## src/rtl/port_arb_pkg.sv

```systemverilog
// Shared types and constants for the four-port round-robin grant arbiter.
// The HOLD_MAX default is used only when ARB_TIMEOUT_EN is defined.
package port_arb_pkg;

    localparam int NUM_REQ          = 4;
    localparam int ID_W             = 2;
    localparam int HOLD_CNT_W       = 8;
    localparam int HOLD_MAX_DEFAULT = 255;

    typedef enum logic [1:0] {
        ST_IDLE    = 2'd0,
        ST_GRANT   = 2'd1,
        ST_RECOVER = 2'd2
    } arb_state_e;

    function automatic logic [NUM_REQ-1:0] id_to_onehot(input logic [ID_W-1:0] id);
        id_to_onehot = NUM_REQ'(1) << id;
    endfunction

endpackage

```

## src/rtl/port_arbiter4_rr_pick4.sv

```systemverilog
// Rotating-priority picker: scans req upward from last_id+1 (mod 4) and
// returns the first requester found. Purely combinational.
module rr_pick4
    import port_arb_pkg::*;
(
    input  logic [NUM_REQ-1:0] req,
    input  logic [ID_W-1:0]    last_id,
    output logic               valid,
    output logic [ID_W-1:0]    winner_id
);

    logic [ID_W-1:0] idx;

    // i == NUM_REQ wraps back to last_id itself, so it gets lowest priority.
    always_comb begin
        valid     = 1'b0;
        winner_id = '0;
        idx       = '0;
        for (int i = 1; i <= NUM_REQ; i++) begin
            idx = last_id + ID_W'(i);
            if (!valid && req[idx]) begin
                valid     = 1'b1;
                winner_id = idx;
            end
        end
    end

endmodule

```

## config.mk

```make
export PLATFORM = sky130hd
export DESIGN_NAME = rr_pick4
export DESIGN_NICKNAME = d
export VERILOG_FILES = /design/src/rtl/port_arb_pkg.sv /design/src/rtl/port_arbiter4_rr_pick4.sv
export SDC_FILE = /design/constraint.sdc
export NUM_CORES = 1
export LEC_CHECK = 0
export ABC_CLOCK_PERIOD_IN_PS = 800
export CAP_MARGIN = 10
export CORE_AREA = 2 2 39 41
export DETAILED_ROUTE_END_ITERATION = 6
export DIE_AREA = 0 0 41 43
export DONT_BUFFER_PORTS = 1
export GPL_TIMING_DRIVEN = 0
export PLACE_DENSITY_LB_ADDON = 0.12
export SYNTH_ARGS = -nofsm -noshare
export SYNTH_HDL_FRONTEND = slang
export SYNTH_SLANG_ARGS = --single-unit
export TNS_END_PERCENT = 1
```

## constraint.sdc

```tcl
create_clock -name vclk -period 0.8
set_input_delay 0.08 -clock vclk [all_inputs]
set_output_delay 0.08 -clock vclk [all_outputs]
set_load 0.1 [all_outputs]
```

==> run_results.csv <==
group,metric,value,unit
drt,antenna_viol_nets_final,0,
outcome,failing_checks,"negative setup slack",
drt,topRoutingLayerUsed,"met3",
pwr,power_leakage,0.0000496,uW
worst_setup_path,startpoint_type,"primary input",
drt,post-route-drc-count,0,
sta,final_critical_path_setup_slack,-0.216,ns
die,design.die.area,0.00176,sq mm
min_path,class_of_the_tightest_hold_or_removal_check,"primary input to output port",
logic_synthesis,gate_count_of_the_mapped_netlist,14,
final_layout,num-clock-buffers,0,
grt,global_route_wire_length_before_repair,455,um
worst_setup_path,critical_path.max_fanout,3,
min_path,min-delay-start,"req[0]",
final_layout,n_antenna_cell,0,
worst_setup_path,timing.critical_path.to,"winner_id[0]",
worst_setup_path,arrival,0.94,ns
worst_setup_path,critical_path.top_delay_family,"compound AO/OA/AOI/OAI gates",
final_layout,seq_cells,0,
final_layout,final_nets,22,
worst_setup_path,timing.critical_path.slowest_stage_cell,"o221ai_4",
final_layout,synthToLayoutAreaGrowth,54.8,%
sta,max_slew.worst_pin.slew,0.761,ns
sta,hold_viol_final,0,
worst_setup_path,timing.critical_path.slowest_cell_delay,0.60,ns
drt,met3WireLength,51,um
grt,all_layer_global_routing_usage,0.0350,
pwr,cellPowerDensity,1030,mW/mm^2
placement,io_buffer_count,0,
final_layout,area.sequential,0,sq um
sta,rsz0062_at_grt,"true",
final_layout,final_util,0.102,
sta,final_period_minus_worst_setup_slack,1.02,ns
drt,routedWlPerCell,9.77,um
drt,post_drt_via_cell_ratio,3.43,
logic_synthesis,synth_cell_type_count,10,
worst_setup_path,required,0.72,ns
pwr,ir_drop,0.218,mV
final_layout,post_route_cells_drive_above_1_share,0.286,
logic_synthesis,yosys_warn_count,0,
die,fp-row-count,14,
drt,routed-via-count,103,
logic_synthesis,synth_top_cell_by_area,"nand2b_1",
clock_tree,cts-hold-fix-buffers,0,
run,maxCapViolCount,0,
logic_synthesis,synth-seq-area-share,0,
placement,gp_congestion,0.619,
die,initial_utilization,0.0660,
drt,postRouteWirelength,293,um
worst_setup_path,worst-path-buf-inv,0,
logic_synthesis,synth_top_area_frac,0.205,
outcome,outcome,"finished with violations",
drt,number_of_iterations_in_the_first_detailed_routing_pass,2,
drt,drtIter0Drc,2,
sta,final-max-slew-violation-count,0,
logic_synthesis,netlist_top_cells_area,"nand2b_1, o221ai_2, a21oi_1, mux2i_1, a21oi_2",
logic_synthesis,post_synth_most_frequent_cells,"nand2b_1, a21oi_1, nor2_1",
logic_synthesis,syn-cell-area,91.3,sq um
sta,setup_viol,2,
worst_setup_path,critical_path_depth,3,
sta,maxSlewHeadroom,0.508,
placement,dp_cells,30,
grt,antenna_found_initial,0,
sta,final.hold.worst_slack,0.449,ns
sta,max_freq,0.984,GHz
worst_setup_path,crit_path_cell_trace,"and2b_1, a21oi_2, o221ai_4",
logic_synthesis,post-synth-top-count-cell,"nand2b_1",
die,floorplan.die.height,43,um
drt,met1Wirelength,178,um
final_layout,fillers,153,
final_layout,finish.cell_count_without_fillers,30,
die,top_level_ports,9,
worst_setup_path,category_of_the_critical_setup_timing_path,"primary input to output port",
drt,met2WireLength,63,um
die,die_w,41,um
logic_synthesis,avgSynthCellArea,6.52,sq um
worst_setup_path,worst_setup_path_end_kind,"output port",
worst_setup_path,critical_path_launch_point,"req[2]",
grt,gr-total-overflow,0,
logic_synthesis,syn-num-nets,20,
die,core_box_area,0.00138,sq mm
grt,grt_start_max_net_pins,7,
sta,fin_crit_sh,1.27,
grt,first_global_vias,105,
kinds of logic (layout without fill, tap and decap cells):
| family | Yosys count | after routing | synth area share |
|---|---|---|---|
| and+or+nand+nor | 7 | 7 | 0.411 |
| muxes | 1 | 1 | 0.110 |
| buffers and inverters | 1 | 1 | 0.0411 |
| AOI/OAI and AO/OA | 5 | 5 | 0.438 |
cell type report:
cell class                      instances  area [sq um]  share of cell area
Tap cell                               16          20.0               0.142
Inverter                                1          3.75              0.0265
Multi-Input combinational cell         13           118               0.832
what timing repair did:
action,CTS,global route
hold endpoints to repair,0,0
setup buffers,0,0
resized for setup,2,0
setup endpoints to repair,3,3
layout by cell type, fill, tap and decap left out:
master and n:
a21oi_1 1, a21oi_2 1, a21oi_4 1, a31oi_1 1, and2b_1 1, inv_1 1, mux2i_1 1, nand2_4 1
nand2b_1 3, nor2_1 2, o221ai_4 1
where the power goes:
| group | switching, uW | leakage (uW) | internal, uW | total [uW] |
|---|---|---|---|---|
| clock network | 0 | 0 | 0 | 0 |
| registers | 0 | 0 | 0 | 0 |
| logic | 115 | 0.0000496 | 31.1 | 146 |
| total | 115 | 0.0000496 | 31.1 | 146 |
per-layer routing:
layer | track usage | vias to the layer above
met5 | 0 | -
met4 | 0 | 0
met3 | 0.0105 | 0
met2 | 0.0375 | 9
met1 | 0.0665 | 44
li1 | - | 50
how the worst min path moves through the flow:
stage,endpoint,cells after the start
after global routing,valid,2
after detailed placement,winner_id[0],1
after floorplan,winner_id[1],2
final,valid,2
after CTS,valid,2
after global placement,winner_id[1],2
metrics by stage:
stage	setup WS [ns]	instance area (sq um)	setup TNS, ns	power (uW)
after global routing	-0.239	141	-0.446	151
after CTS	-0.221	141	-0.379	147
after detailed placement	-0.219	134	-0.587	143
after floorplan	-0.196	114	-0.480	139
final	-0.216	141	-0.368	146
after global placement	-0.214	134	-0.551	142
Power figures use the tool's default switching activity.
